### src/rtl/vec_mem_sequencer.sv
// ---------------------------------------------------------------------------
// vec_mem_sequencer
//
// Memory-side consumer of the execute-stage vector operands. A vector store
// is serialised lane by lane onto a single-word memory port. A vector load
// issues one read per lane and gathers the returned words into a vector for
// writeback. The upstream pipeline is stalled while an access is in flight.
//
// Ports:
//   CLK, RST      clock, asynchronous active-high reset
//   start         vector memory op request from the execute stage
//   is_store      1 = store, 0 = load (sampled with start)
//   base_addr     byte address of lane 0 (sampled with start)
//   store_vec     store operand, LANES x DW (sampled with start)
//   wa3_in        destination vector register for loads (sampled with start)
//   stall         freeze the upstream pipeline registers
//   done          one-cycle completion pulse
//   load_vec      gathered load result
//   wa3_out       captured destination register
//   vreg_we       writeback enable (done of a load)
//   mem_req       memory request
//   mem_we        write strobe, qualified by mem_req
//   mem_addr      byte address of the current lane
//   mem_wdata     lane data for stores
//   mem_gnt       request accepted this cycle
//   mem_rvalid    read data valid
//   mem_rdata     read data
// ---------------------------------------------------------------------------
module vec_mem_sequencer #(
    parameter int LANES = 16,
    parameter int DW    = 32,
    parameter int AW    = 32
) (
    input  logic                     CLK,
    input  logic                     RST,
    input  logic                     start,
    input  logic                     is_store,
    input  logic [AW-1:0]            base_addr,
    input  logic [LANES-1:0][DW-1:0] store_vec,
    input  logic [3:0]               wa3_in,
    output logic                     stall,
    output logic                     done,
    output logic [LANES-1:0][DW-1:0] load_vec,
    output logic [3:0]               wa3_out,
    output logic                     vreg_we,
    output logic                     mem_req,
    output logic                     mem_we,
    output logic [AW-1:0]            mem_addr,
    output logic [DW-1:0]            mem_wdata,
    input  logic                     mem_gnt,
    input  logic                     mem_rvalid,
    input  logic [DW-1:0]            mem_rdata
);

    localparam int LW = (LANES > 1) ? $clog2(LANES) : 1;

    typedef enum logic [1:0] {
        IDLE,
        REQ,
        WAIT_R,
        DONE
    } state_t;

    state_t                    r_state;
    logic [LW-1:0]             r_lane;
    logic                      r_is_store;
    logic [AW-1:0]             r_base;
    logic [LANES-1:0][DW-1:0]  r_store_vec;
    logic [LANES-1:0][DW-1:0]  r_load_vec;
    logic [3:0]                r_wa3;

    logic                      w_last;
    logic [AW-1:0]             w_addr;

    assign w_last = (r_lane == LW'(LANES - 1));

    // Lanes are word-sized, so the lane index is scaled by 4; the sum wraps
    // modulo 2^AW with the carry out discarded.
    assign w_addr = r_base + (AW'(r_lane) << 2);

    // Sequencer FSM. Every captured operand lives in a register, so the
    // memory-side outputs below are pure decodes of registered state and stay
    // stable while a request waits for its grant. Reset also clears the
    // gathered load vector, so an aborted load leaves nothing behind.
    always_ff @(posedge CLK or posedge RST) begin
        if (RST) begin
            r_state     <= IDLE;
            r_lane      <= '0;
            r_is_store  <= 1'b0;
            r_base      <= '0;
            r_store_vec <= '0;
            r_load_vec  <= '0;
            r_wa3       <= '0;
        end else begin
            case (r_state)
                IDLE: begin
                    if (start) begin
                        r_is_store  <= is_store;
                        r_base      <= base_addr;
                        r_store_vec <= store_vec;
                        r_wa3       <= wa3_in;
                        r_lane      <= '0;
                        r_state     <= REQ;
                    end
                end
                REQ: begin
                    if (mem_gnt) begin
                        if (!r_is_store) begin
                            r_state <= WAIT_R;
                        end else if (w_last) begin
                            r_state <= DONE;
                        end else begin
                            r_lane <= r_lane + LW'(1);
                        end
                    end
                end
                WAIT_R: begin
                    // Only one read is ever outstanding, so rvalid here
                    // always belongs to the current lane.
                    if (mem_rvalid) begin
                        r_load_vec[r_lane] <= mem_rdata;
                        if (w_last) begin
                            r_state <= DONE;
                        end else begin
                            r_lane  <= r_lane + LW'(1);
                            r_state <= REQ;
                        end
                    end
                end
                DONE: begin
                    r_state <= IDLE;
                end
                default: begin
                    r_state <= IDLE;
                end
            endcase
        end
    end

    // Stall drops in DONE so the pipeline advances on the completion cycle;
    // a start held high through DONE is therefore first seen again in IDLE.
    assign stall     = ((r_state == IDLE) && start) || (r_state == REQ) || (r_state == WAIT_R);
    assign done      = (r_state == DONE);
    assign vreg_we   = (r_state == DONE) && !r_is_store;
    assign mem_req   = (r_state == REQ);
    assign mem_we    = (r_state == REQ) && r_is_store;
    assign mem_addr  = w_addr;
    assign mem_wdata = r_store_vec[r_lane];
    assign load_vec  = r_load_vec;
    assign wa3_out   = r_wa3;

endmodule

### config.mk
export PLATFORM = sky130hd
export DESIGN_NAME = vec_mem_sequencer
export DESIGN_NICKNAME = d
export VERILOG_FILES = /design/src/rtl/vec_mem_sequencer.sv
export SDC_FILE = /design/constraint.sdc
export NUM_CORES = 2
export LEC_CHECK = 0
export BUFFER_PORTS_ARGS = -buffer_cell sky130_fd_sc_hd__buf_2
export CAP_MARGIN = 20
export CORE_AREA = 2 2 454 456
export CTS_CLUSTER_DIAMETER = 150
export CTS_CLUSTER_SIZE = 40
export DETAILED_ROUTE_END_ITERATION = 6
export DIE_AREA = 0 0 456 458
export HOLD_SLACK_MARGIN = 0.15
export PLACE_DENSITY_LB_ADDON = 0.05
export SLEW_MARGIN = 20
export SYNTH_ARGS = -nofsm -noshare
export SYNTH_HDL_FRONTEND = slang
export SYNTH_SLANG_ARGS = --single-unit
export TNS_END_PERCENT = 100
### constraint.sdc
create_clock -name CLK -period 37.7 [get_ports CLK]
set_input_delay 1.885 -clock CLK [delete_from_list [all_inputs] [get_ports CLK]]
set_output_delay 1.885 -clock CLK [all_outputs]
set_load 0.005 [all_outputs]
; ---- Yosys cells after proc, flatten, opt, wreduce, memory -nomap -nowiden
; Cells that the tools add are included.
[totals]
register_bits = 1067
in_bits = 586
output_inout_bits = 585
wordCells = 81
[op_classes]
addsub = 2
magnitude_cmp = 2
eq_ne = 9
n_mux = 18
n_reduce_logical = 13
[ops]
columns = op, n
row1 = $bwmux W512, 1
row2 = $bmux W32 S4, 1
row3 = $demux W32 S4, 1
row4 = $mux W32, 2
row5 = $add A32 B6 Y32, 1
row6 = $mux W4, 5
row7 = $mux W2, 6
row8 = $pmux W4 S3, 1
row9 = $pmux W2 S4, 1
row10 = $lt A4 B5 Y1 const B, 1
row11 = $reduce_and A5 Y1, 1
row12 = $add A4 B1 Y4 const B, 1
row13 = $eq A2 B2 Y1 const B, 2
row14 = $eq A4 B4 Y1 const B, 1
row15 = $ge A4 B1 Y1 const B, 1
row16 = $logic_and A1 B1 Y1, 4
row17 = $ne A2 B1 Y1 const B, 2
row18 = $ne A2 B2 Y1 const B, 2
row19 = $reduce_and A2 Y1, 2
row20 = $reduce_and A4 Y1, 1
row21 = $ne A3 B2 Y1 const B, 1
row22 = $reduce_bool A3 Y1, 1
row23 = $eq A2 B1 Y1 const B, 1
row24 = $logic_not A2 Y1, 1
row25 = 2 further kinds, 3

; ---- Logic depth before layout (Yosys ltp)
[logic_depth]
word_depth = 5
ltp_mapped = 10
mapped_depth_nobuf = 7

; ---- Worst setup path after synthesis
; No wires, ideal clock.
[synth_path]
kind = input port to output port
from = input start
to = output stall
arrival_ns = 2.892
path_slack_ns = 32.923
cell_stages = 5
cell_sequence = and2_1 -> clkbuf_1 -> buf_2 -> buf_1 -> or3_1
[synth_between]
elab_chain_cells = 3
[synth_lines]
columns = element, line
row1 = "start, declared", 36  ; input logic start,
row2 = $logic_and A1 B1 Y1, 142  ; assign stall = ((r_state == IDLE) && start) || (r_state == REQ) || (r_state == WAIT_R);
row3 = $logic_or A1 B1 Y1 (2 in series), 142
row4 = "end, declared", 41  ; output logic stall,
; Every way passes these cells.

; ---- Worst setup path after layout
[layout_path]
from = register r_lane[1]
to = output mem_wdata[2]
[layout_between]
elab_chain_cells = 2
[layout_lines]
columns = element, line
row1 = "start, declared", 65  ; logic [LW-1:0] r_lane;
row2 = "start signal, assigned", 113  ; r_lane <= r_lane + LW'(1);
row3 = "start signal, assigned", 125  ; r_lane <= r_lane + LW'(1);
row4 = $bmux W32 S4, 148  ; assign mem_wdata = r_store_vec[r_lane];
row5 = $mux W32 (implied by the code), 148
row6 = "end, declared", 49  ; output logic [DW-1:0] mem_wdata,
; Every way passes these cells. The select of a mux whose other input is x is not followed.

==> out/results.ini <==
[pwr]
p_leak_nw=26.2
peakVddDrop_mv=0.0308
total_power_mw=4.09
p_per_area_nw_per_um2=75.2

[clock_tree]
clk_path_buf_depth=3
cts.reportedPaths.clkPinSlew_ns=0.16
cts_tree=yes
clkSinkCount=1067
cts_setup_buffers=0
cts_resized=0
cts_root_buffer=clkbuf_16
ctsHtreeMaxLevel=2
clk_latency_ns=0.71
hold_buffers=0
numCtsBuffers=36

[grt]
grt_max_degree=155
grt_first_pass_wirelength_microns=246000
grt.total_usage=0.167
grt-ovfl-total=0
grt_pass1_vias=28800
antenna_found_initial=202

[sta]
fin_hold_ws_ns=0.490
fin_skew_ns=0.0623
finalSetupViolCount=0
maxSlewViolCount=0
rsz0062_at_grt=false
final.setup.tns_ns=0
finalHoldViolations=0
slew_headroom=0.289
layout_min_cycle_time_ns=6.39
setup_slack_ns=31.31
period_share=0.170
worst_slew_pin_slew_ns=1.07
max_freq_mhz=156

[logic_synthesis]
ys_seq_elements=1067
synth.distinct_cells=45
synth_edf_count=0
async_flop_share=1.00
avgSynthCellArea_sq_um=16.7
syn_area_sq_um=44300
ys_seq_area_frac=0.603
synth_cells=2654
ys_warn_count=0
synth_area_leaders=dfrtp_1, mux2_1, mux2_2
yosysTopAreaCellShare=0.603
netlist.top_cell.by_area=dfrtp_1
syn_nets=3254
synth-main-ff-cell=dfrtp_1

[hold_path]
min_path_cells=1
hp-start=load_vec[32]
hold_path.class=reg2reg
min_to=load_vec[32]

[outcome]
outcome=complete, no violations

[critical_path]
crit_path_end_kind=primary output
crit_buf_inv=3
slowest_delay_ns=1.04
cpLargestDelayFamily=buffers and inverters
cpMaxStageDelayCell=dfrtp_4
worstPathMaxFanout=46
crit_start=r_lane[1]
criticalPathCategory=reg2out
critPathRequiredTime_ns=35.81
critPathLaunchType=flop
r2r_cells=7
crit_arrival_ns=4.51
cp_cell_sequence=buf_4 -> buf_4 -> mux4_2 -> mux4_2 -> buf_2
timing.rr.end=r_store_vec[233]
rr_startpoint=r_state[1]
r2r_slack_ns=33.36

[die]
coreArea_sq_um=204000
io_pins=1171
num_rows=166
start_util=0.217
dieArea_sq_um=209000
die_y_microns=458
die_x_microns=456

[place]
post-place-ws_ns=30.69
gp_congestion=0.744
io_buffers=1170
dp_hpwl_microns=132000

[detailed_routing]
ant_nets=0
viasPerCell=4.27
first_iter_violations=1397
remaining_drc_errors=0
first_pass_iters=4
routed_wl_microns=178000
wl_per_cell_microns=27.5
vias=27600

[final_layout]
final_common_cell=buf_2
layout_common_cells=buf_2, dfrtp_1, mux2_1
utilization=0.267
area_delta_synth_final_pct=22.8
drive_gt1_frac=0.524
fin_nets=4321

[run]
max_cap_viol_count=0

metal layers:
| metal | track usage | vias to the layer above | routed length, microns |
|---|---|---|---|
| met5 | 0 | - | 821 |
| met4 | 0.0566 | 142 | 6230 |
| met3 | 0.0532 | 420 | 12000 |
| met2 | 0.297 | 895 | 91900 |
| met1 | 0.187 | 14400 | 67100 |
| li1 | - | 11800 | - |
through the flow:
stage | cell area [sq um] | std cells
2_1_floorplan | 44300 | 2654
3_3_place_gp | 53100 | 6370
3_5_place_dp | 53100 | 6370
4_1_cts | 54300 | 6424
5_1_grt | 54400 | 6457
6_report | 54400 | 6473
report_power, final:
group	total (mW)	internal [mW]	leakage, nW	switching [mW]
Clock	0.627	0.215	0.594	0.412
Sequential	1.92	1.63	13.5	0.289
Combinational	1.55	0.853	12.1	0.695
cell usage after synthesis (3+ instances only):
cell type  number
dfrtp_1      1067
mux2_1        545
mux2_2        510
mux4_2        160
buf_2         106
clkbuf_1       61
nand2_1        26
xnor2_1        18
nand3_1        16
inv_1          15
ha_1           13
o21ai_0        13
nand4_1        12
buf_6          10
nor2_1          8
xor2_1          8
buf_1           7
and3_1          6
a21oi_1         5
nand2b_1        5
nor3_1          5
and2_1          4
nor3b_1         3
nor4_1          3
worst max path at each step:
stage	to	slack, ns	cells past startpoint
finish	mem_wdata[2]	31.31	5
global route	mem_wdata[26]	30.92	5
CTS	mem_wdata[2]	30.97	5
floorplan	load_vec[0]	5.78	1
detailed placement	load_vec[199]	30.69	7
global placement	load_vec[199]	30.65	7
registers in the layout (all words and copies together) (netlist names):
register,flops
load_vec,512
r_store_vec,512
r_base,32
r_lane,4
wa3_out,4
r_state,2
r_is_store,1
layout make-up:
class	instances	area, sq um
antenna	48	120
clock buffer	40	947
clock inverter	14	282
fill	21200	149000
inverter	15	63.8
multi-input combinational	1386	16700
sequential	1067	26700
tap	2688	3360
timing repair buffer	1215	6250
cell families after synthesis:
logic type | after synthesis | share of synthesized area
xor gates and xnor gates | 26 | 0.00514
and+or+nand+nor | 100 | 0.0125
muxes | 1215 | 0.349
buffers and inverters | 201 | 0.0219
AOI/OAI and AO/OA | 31 | 0.00424
DFF | 1067 | 0.603
adders and majority gates | 14 | 0.00412
No activity file was read; power rests on OpenSTA's default activity.
